**config.mk**
```make
export PLATFORM = sky130hd
export DESIGN_NAME = can_frame_tx
export DESIGN_NICKNAME = d
export VERILOG_FILES = /design/src/rtl/can_pkg.sv /design/src/rtl/can_crc15.sv /design/src/rtl/can_frame_tx.sv
export SDC_FILE = /design/constraint.sdc
export NUM_CORES = 1
export LEC_CHECK = 0
export CAP_MARGIN = 15
export CORE_MARGIN = 1.5
export CORE_UTILIZATION = 50
export DETAILED_ROUTE_END_ITERATION = 12
export GPL_TIMING_DRIVEN = 0
export HOLD_SLACK_MARGIN = 0.06
export PLACE_DENSITY = 0.87
export SLEW_MARGIN = 40
export SYNTH_ARGS = -nofsm -noshare
export SYNTH_HDL_FRONTEND = slang
export SYNTH_SLANG_ARGS = --single-unit
export TNS_END_PERCENT = 30
```
**constraint.sdc**
```tcl
create_clock -name clk -period 3.7 [get_ports clk]
set_clock_uncertainty 0.1 [all_clocks]
set_input_delay 0.74 -clock clk [delete_from_list [all_inputs] [get_ports clk]]
set_output_delay 0.74 -clock clk [all_outputs]
set_load 0.005 [all_outputs]
```
**src/rtl/can_pkg.sv**
```systemverilog
// Shared constants, state encoding and helpers for the CAN base-frame transmitter.
package can_pkg;
    localparam logic [14:0] CRC15_POLY    = 15'h4599;
    localparam int          ID_W          = 11;
    localparam int          DLC_W         = 4;
    localparam int          MAX_BYTES     = 8;
    localparam int          STUFF_RUN     = 5;
    localparam int          HDR_BITS      = 19;  // SOF + ID + RTR + IDE + r0 + DLC
    localparam int          CRC_BITS      = 15;
    localparam int          TRL_FIXED_LEN = 3;   // CRC delimiter, ACK slot, ACK delimiter
    localparam int          EOF_LEN_DEF   = 7;

    typedef enum logic [2:0] {
        ST_IDLE,
        ST_RD_HDR,
        ST_RD_DATA,
        ST_ARB,
        ST_STUFFED,
        ST_TRAILER,
        ST_DONE
    } state_t;

    function automatic logic [3:0] payload_bytes(input logic [3:0] dlc);
        return (dlc > 4'd8) ? 4'd8 : dlc;
    endfunction
endpackage

```
**src/rtl/can_crc15.sv**
```systemverilog
// Serial CAN CRC-15 register, one message bit per enabled cycle.
module can_crc15
    import can_pkg::*;
(
    input  logic        clk,
    input  logic        reset,
    input  logic        clear,
    input  logic        bit_en,
    input  logic        bit_in,
    output logic [14:0] crc
);
    logic [14:0] crc_q, crc_d;

    always_comb begin
        crc_d = crc_q;
        if (clear) begin
            crc_d = '0;
        end else if (bit_en) begin
            crc_d = {crc_q[13:0], 1'b0} ^ ((bit_in ^ crc_q[14]) ? CRC15_POLY : 15'd0);
        end
    end

    always_ff @(posedge clk) begin
        if (reset) crc_q <= '0;
        else       crc_q <= crc_d;
    end

    assign crc = crc_q;
endmodule

```
**src/rtl/can_frame_tx.sv**
```systemverilog
// Fetches a frame descriptor over Avalon-MM and serializes a CAN 2.0A data frame
// with CRC-15, bit stuffing and a recessive trailer, one bit per bit_tick.
module can_frame_tx
    import can_pkg::*;
#(
    parameter int ADDR_W  = 10,
    parameter int EOF_LEN = 7
) (
    input  logic              clk,
    input  logic              reset,
    input  logic              start,
    input  logic [ADDR_W-1:0] base_addr,
    output logic [ADDR_W-1:0] address,
    output logic              read,
    input  logic              waitrequest,
    input  logic [31:0]       readdata,
    input  logic              bit_tick,
    output logic              tx,
    output logic              busy,
    output logic              finish,
    output logic [31:0]       return_val
);
    localparam int         SH_W     = HDR_BITS + 8 * MAX_BYTES;
    localparam logic [4:0] TRL_LAST = 5'(TRL_FIXED_LEN + EOF_LEN - 1);

    state_t            state_q, state_d;
    logic [ADDR_W-1:0] addr_q, addr_d;
    logic [SH_W-1:0]   sh_q, sh_d;
    logic [6:0]        len_q, len_d;
    logic [6:0]        pos_q, pos_d;
    logic [2:0]        run_q, run_d;
    logic              last_q, last_d;
    logic              tx_q, tx_d;
    logic [1:0]        words_q, words_d;
    logic              widx_q, widx_d;
    logic [7:0]        bitcnt_q, bitcnt_d;
    logic [4:0]        trl_q, trl_d;
    logic [31:0]       ret_q, ret_d;

    logic        crc_clear, crc_en, crc_bit;
    logic [14:0] crc;
    logic [15:0] crc_ext;
    logic [3:0]  crc_idx, nbytes;
    logic        stuff_due, in_crc, out_bit;

    can_crc15 u_crc (
        .clk    (clk),
        .reset  (reset),
        .clear  (crc_clear),
        .bit_en (crc_en),
        .bit_in (crc_bit),
        .crc    (crc)
    );

    // The CRC field is read MSB first straight out of the (by then final) CRC register.
    assign crc_ext   = {1'b0, crc};
    assign crc_idx   = 4'(len_q + 7'd14 - pos_q);
    assign nbytes    = payload_bytes(readdata[19:16]);
    assign stuff_due = (run_q == 3'(STUFF_RUN));
    assign in_crc    = (pos_q >= len_q);
    assign out_bit   = stuff_due ? ~last_q : (in_crc ? crc_ext[crc_idx] : sh_q[SH_W-1]);

    always_comb begin
        state_d   = state_q;
        addr_d    = addr_q;
        sh_d      = sh_q;
        len_d     = len_q;
        pos_d     = pos_q;
        run_d     = run_q;
        last_d    = last_q;
        tx_d      = tx_q;
        words_d   = words_q;
        widx_d    = widx_q;
        bitcnt_d  = bitcnt_q;
        trl_d     = trl_q;
        ret_d     = ret_q;
        crc_clear = 1'b0;
        crc_en    = 1'b0;
        crc_bit   = 1'b0;

        case (state_q)
            ST_IDLE: begin
                if (start) begin
                    state_d   = ST_RD_HDR;
                    addr_d    = base_addr;
                    sh_d      = '0;
                    pos_d     = '0;
                    run_d     = '0;
                    last_d    = 1'b1;
                    widx_d    = 1'b0;
                    bitcnt_d  = '0;
                    trl_d     = '0;
                    crc_clear = 1'b1;
                end
            end
            ST_RD_HDR: begin
                if (!waitrequest) begin
                    sh_d[SH_W-1 -: HDR_BITS] = {1'b0, readdata[10:0], 3'b000, readdata[19:16]};
                    len_d   = 7'(HDR_BITS) + {nbytes, 3'b000};
                    words_d = 2'((nbytes + 4'd3) >> 2);
                    if (nbytes == 4'd0) begin
                        state_d = ST_ARB;
                    end else begin
                        state_d = ST_RD_DATA;
                        addr_d  = addr_q + 1'b1;
                    end
                end
            end
            ST_RD_DATA: begin
                if (!waitrequest) begin
                    if (!widx_q) sh_d[63:32] = readdata;
                    else         sh_d[31:0]  = readdata;
                    widx_d  = 1'b1;
                    words_d = words_q - 2'd1;
                    if (words_q == 2'd1) state_d = ST_ARB;
                    else                 addr_d  = addr_q + 1'b1;
                end
            end
            // ARB's first tick already carries SOF, so both states share the stuffing path.
            ST_ARB, ST_STUFFED: begin
                if (bit_tick) begin
                    tx_d     = out_bit;
                    last_d   = out_bit;
                    bitcnt_d = bitcnt_q + 8'd1;
                    if (stuff_due || out_bit != last_q) run_d = 3'd1;
                    else                                run_d = run_q + 3'd1;
                    if (!stuff_due) begin
                        pos_d = pos_q + 7'd1;
                        if (!in_crc) begin
                            sh_d    = sh_q << 1;
                            crc_en  = 1'b1;
                            crc_bit = out_bit;
                        end
                    end
                    if (pos_d == len_q + 7'(CRC_BITS) && run_d != 3'(STUFF_RUN))
                        state_d = ST_TRAILER;
                    else
                        state_d = ST_STUFFED;
                end
            end
            ST_TRAILER: begin
                if (bit_tick) begin
                    tx_d     = 1'b1;
                    bitcnt_d = bitcnt_q + 8'd1;
                    trl_d    = trl_q + 5'd1;
                    if (trl_q == TRL_LAST) begin
                        state_d = ST_DONE;
                        ret_d   = 32'(bitcnt_q) + 32'd1;
                    end
                end
            end
            ST_DONE: state_d = ST_IDLE;
            default: state_d = ST_IDLE;
        endcase
    end

    // Control state is reset; the descriptor shift register and length are data only.
    always_ff @(posedge clk) begin
        if (reset) begin
            state_q  <= ST_IDLE;
            addr_q   <= '0;
            pos_q    <= '0;
            run_q    <= '0;
            last_q   <= 1'b1;
            tx_q     <= 1'b1;
            words_q  <= '0;
            widx_q   <= 1'b0;
            bitcnt_q <= '0;
            trl_q    <= '0;
            ret_q    <= '0;
        end else begin
            state_q  <= state_d;
            addr_q   <= addr_d;
            pos_q    <= pos_d;
            run_q    <= run_d;
            last_q   <= last_d;
            tx_q     <= tx_d;
            words_q  <= words_d;
            widx_q   <= widx_d;
            bitcnt_q <= bitcnt_d;
            trl_q    <= trl_d;
            ret_q    <= ret_d;
        end
        sh_q  <= sh_d;
        len_q <= len_d;
    end

    assign address    = addr_q;
    assign read       = (state_q == ST_RD_HDR) || (state_q == ST_RD_DATA);
    assign tx         = tx_q;
    assign busy       = (state_q != ST_IDLE);
    assign finish     = (state_q == ST_DONE);
    assign return_val = ret_q;
endmodule
```
After elaboration in Yosys (flattened, before gate mapping)
Index checks and enable logic that the tools add are counted.
- register bits after elaboration: 178
- latch bits: 0
- memory bits (writable): 0
- memory bits (read-only): 0
- input bits: 47
- output and inout port bits: 46
- word-level logic and storage cells: 163
- memories: 0
- $add $sub $neg: 12
- multiply operators: 0
- div/mod/pow operators: 0
- $lt $le $gt $ge: 3
- equality and inequality tests: 26
- shift operators: 0
- mux-type cells: 71
- bitwise operators: 4
- reduce and logical (&&, ||, !) cells: 31
- operators by type and width (cell ; number):
    $mux W83 ; 4
    $pmux W64 S3 ; 1
    $mux W32 ; 2
    $mux W64 ; 1
    $pmux W19 S3 ; 1
    $mux W10 ; 5
    $mux W3 ; 12
    $mux W7 ; 5
    $pmux W10 S3 ; 1
    $ne A2 B2 Y1 const B ; 13
    $reduce_and A3 Y1 ; 7
    $reduce_and A7 Y1 ; 3
    $mux W1 ; 20
    $mux W19 ; 1
    $mux W8 ; 2
    $pmux W8 S2 ; 1
    $mux W15 ; 1
    $pmux W3 S5 ; 1
    $xor A15 B15 Y15 ; 1
    $pmux W7 S2 ; 1
    $eq A3 B3 Y1 const B ; 4
    $reduce_and A6 Y1 ; 2
    $reduce_bool A2 Y1 ; 6
    $reduce_bool A3 Y1 ; 4
    other kinds (40) ; 48

Longest topological paths before layout
- depth in word-level cells: 16
- depth in mapped cells: 9
- gate-level depth less buffers: 8

By module
Synthesis repeated with hierarchy kept, for this count alone.
- cells, all modules: 712
- area, all modules: 7552.2 um^2
- modules (own cells, without submodules) (module ; instances ; cells an instance ; area an instance (um^2) ; seq. area each (um^2)):
    can_frame_tx ; 1 ; 645 ; 6902.9 ; 3613.5
    can_crc15 ; 1 ; 67 ; 649.4 ; 300.3

Worst setup path before layout
No wires, ideal clock.
- path type: flip-flop to flip-flop
- start point: register pos_q[2]
- end point: register sh_q[32] (enable)
- setup time: 432 ps
- data arrival time: 3329 ps
- data required time: 3168 ps
- path slack: -160 ps
- stages on the path, launching flop included: 9
- path buffers: 0
- period minus slack after synthesis: 3860 ps
- cell sequence: dfxtp_1 > inv_1 > ha_1 > a211o_1 > a21oi_1 > o21ai_1 > o21ai_0 > o21ai_0 > a21oi_1
- word-level cells in the longest chain between the ends: 3
- ends and longest elaborated chain (what ; line ; source):
    start: declaration ; can_frame_tx.sv:30 ; logic [6:0] pos_q, pos_d;
    start signal: assignment ; can_frame_tx.sv:174 ; pos_q <= pos_d;
    $ge A7 B7 Y1 ; can_frame_tx.sv:60 ; assign in_crc = (pos_q >= len_q);
    $ne A2 B2 Y1 (no source line) ; - ;
    $reduce_and A7 Y1 (no source line) ; - ;
    end signal: assignment ; can_frame_tx.sv:184 ; sh_q <= sh_d;
    end: declaration ; can_frame_tx.sv:28 ; logic [SH_W-1:0] sh_q, sh_d;
Every way passes these cells.
A chain may end at the register's enable or synchronous reset.

Worst setup path after layout
- start point: register state_q[1]
- end point: output read
- word-level cells in the longest chain between the ends: 2
- elaborated cells between the ends (all ways): 3
- classes of those cells: 2 x eq/ne; 1 x reduce/logical
- ends and longest elaborated chain (what ; line ; source):
    start: declaration ; can_frame_tx.sv:26 ; state_t state_q, state_d;
    start signal: assignment ; can_frame_tx.sv:172 ; state_q <= state_d;
    $eq A3 B1 Y1 or $eq A3 B2 Y1 (tied branches) ; can_frame_tx.sv:189 ; assign read = (state_q == ST_RD_HDR) || (state_q == ST_RD_DATA);
    $logic_or A1 B1 Y1 (*) ; can_frame_tx.sv:189 ;
    end: declaration ; can_frame_tx.sv:14 ; output logic read,
Mark *: on every way between the ends. The rest lies on a longest branch, timed or not.

==> impl_results.md <==
- CTS Root Cell: clkbuf_16
- Final period util: 94.5%
- DR iter-0 viols: 533
- Failing checks: design-rule violations
- Port Buffers: 67
- Post-synthesis cell type count: 69
- Cell area after layout: 0.00923 sq mm
- CP Launch Type: register
- Warnings from Yosys: 0
- Via count: 6061
- Post-DP Area: 0.00862 sq mm
- Clock transition at the registers of the reported paths: 0.06 ns
- PnR worst setup slack: 0.204 ns
- Pin count of the biggest net entering global routing: 21
- Ys flop type: edfxtp_1
- Total power draw: 0.00621 W
- Total grt overflow: 0
- GRT Resource Usage Total: 23.3%
- Share of cells above drive strength 1: 9.66%
- Endpoints failing setup: 0
- Crit Path Max Fanout: 10
- Max Cap Violations: 0
- Mapped cell area: 0.00757 sq mm
- PD cells: 673 mW/mm^2
- Worst EP arrival: 2.66 ns
- Commonest non-fill, non-tap cells in the layout: 87 x edfxtp_1, 82 x a22o_1, 68 x nor2_1, 67 x clkdlybuf4s50_1, 65 x dfxtp_1
- Die Width: 126 microns
- Outcome: finished, violations left
- EDFF count, synth: 87
- Drt pass-1 iters: 11
- Antenna-violating nets left: 0
- Pre-CTS setup slack: 0.309 ns
- Ys async rst share: 0%
- Wirelength, routed: 18200 microns
- Die Y: 126 microns
- Final net count: 880
- Floorplan row count: 44
- Inst Count DP: 980
- Crit Path Class: register to output pin
- TritonCTS clock tree: yes
- Die Footprint: 0.0159 sq mm
- Setup repair bufs after CTS: 0
- Peak supply drop: 0.448 mV
- Slew Limit Fails: 0
- Core footprint: 0.0146 sq mm
- Clk sinks: 152
- Post-layout min period: 3.50 ns
- Leakage: 3.45 nW
- Starting Density: 51.7%
- CTS Buffer Depth: 2
- Fmax: 0.286 GHz
- R2r setup slk: 0.21 ns
- Hold Vio Cnt, Final: 0
- Drt drc: 1
- Initial antenna violation count: 1
- Area Growth Syn to Fin: 21.9%
- First-pass GRT wire length: 28900 microns
- Crit. End Element: output pin
- RD Place Congestion: 0.888
- Hold buffer count at cts: 0
- Commonest non-fill, non-tap cell in the layout: edfxtp_1
- Critical Path RT: 2.86 ns
- Layout Cells excl Fill: 1012
- Routed len/inst: 18.0 microns
- Total CTS buffers: 17
- Hpwl dp: 12500 microns
- RSZ-0062 raised after global routing: no
- Slew margin rel.: 50.9%
- H-tree level count: 4
- Synth Register Bits: 152
- Type of the tightest min-delay check: register to register
- Synth Instances: 704
- WHS: 0.383 ns
- Worst-Margin Slew: 0.728 ns
- Vias in the first global route: 5609
- I/O pins: 93
- Synth Area per Inst: 10.7 sq um
- Number of vias per cell: 5.99
- Clock Latency Late Sink: 0.43 ns
- Sequential cell area fraction in the yosys report: 51.7%
- Diode count: 0
cells in the mapped netlist, types with 11 or more instances:
library cell   n  area, sq um
ha_1          18          225
mux2i_1       18          180
o21ai_0       25          125
clkbuf_1      36          135
edfxtp_1      87         2610
nand2_1       33          124
buf_4         24          180
nor2_1        70          263
a21oi_1       35          175
xnor2_1       18          158
dfxtp_1       65         1300
inv_1         19         71.3
a211oi_1      11         82.6
nand3_1       15         75.1
a22o_1        82          718
flip-flops by register name (all words and copies together), names as in the netlist, 4 cells and up:
signal	cells
address	10
trl_q	5
return_val	9
len_q	4
u_crc.crc	15
bitcnt_q	8
pos_q	7
sh_q	83
through the flow:
step | util, % | TNS, ns
finish | 63.0 | 0
global route | 63.0 | 0
CTS | 62.9 | 0
detailed placement | 58.8 | 0
global placement | 58.4 | -40.92
floorplan | - | 0
metal layers:
layer	part of all wire, %	GRT usage (%)	wire [microns]	vias up
met1	43	33.0	7930	2872
met4	2.1	9.47	380	2
met5	0.055	0	10	-
met3	9.1	4.25	1650	40
met2	45	35.7	8260	331
li1	-	-	-	2816
what timing repair did:
item	CTS	global route
resized for setup	0	2
hold endpoints to repair	0	0
setup endpoints to repair	0	1
worst paths after layout:
kind / from / endpoint / cells past startpoint
setup / recovery: state_q[1] / read / 6
hold / removal: run_q[1] / run_q[1] / 2
setup reg to reg: pos_q[2] / sh_q[32] / 10
hold reg to reg: run_q[1] / run_q[1] / 2
cell families (layout without fill, tap and decap cells):
family                   after synthesis  in the layout  share of synthesized area [%]
AO/OA/AOI/OAI                        207            207                           20.1
multiplexers                          23             23                           3.87
flip-flops                           152            152                           51.7
XOR/XNOR                              27             27                           3.13
AND/OR/NAND/NOR                      189            189                           12.5
other                                  1             23                         0.0496
adder cells (fa/ha/maj)               18             18                           2.98
buffers and inverters                 87            189                           5.67
final cells by class:
cell class | count | area [sq um]
fill | 1129 | 5420
inverter | 19 | 71.3
sequential | 152 | 3910
clock buffer | 18 | 429
multi-input combinational | 487 | 3350
clock inverter | 14 | 164
timing repair buffer | 70 | 712
tap | 184 | 230
buffer | 68 | 358
worst max-delay path: stages, from the launching register on:
cell and delay (ns):
dfxtp_1 0.31, clkbuf_1 0.32, clkbuf_1 0.42, nor3b_4 0.15, nor2_2 0.30, inv_1 0.22
clkdlybuf4s50_1 0.49
power breakdown:
part	total, W	switching (W)	internal, W
registers	0.00269	0.000242	0.00245
logic	0.00178	0.00107	0.000703
clock network	0.00174	0.000732	0.00101
total	0.00621	0.00205	0.00416
(Power assumes the default switching activity.)
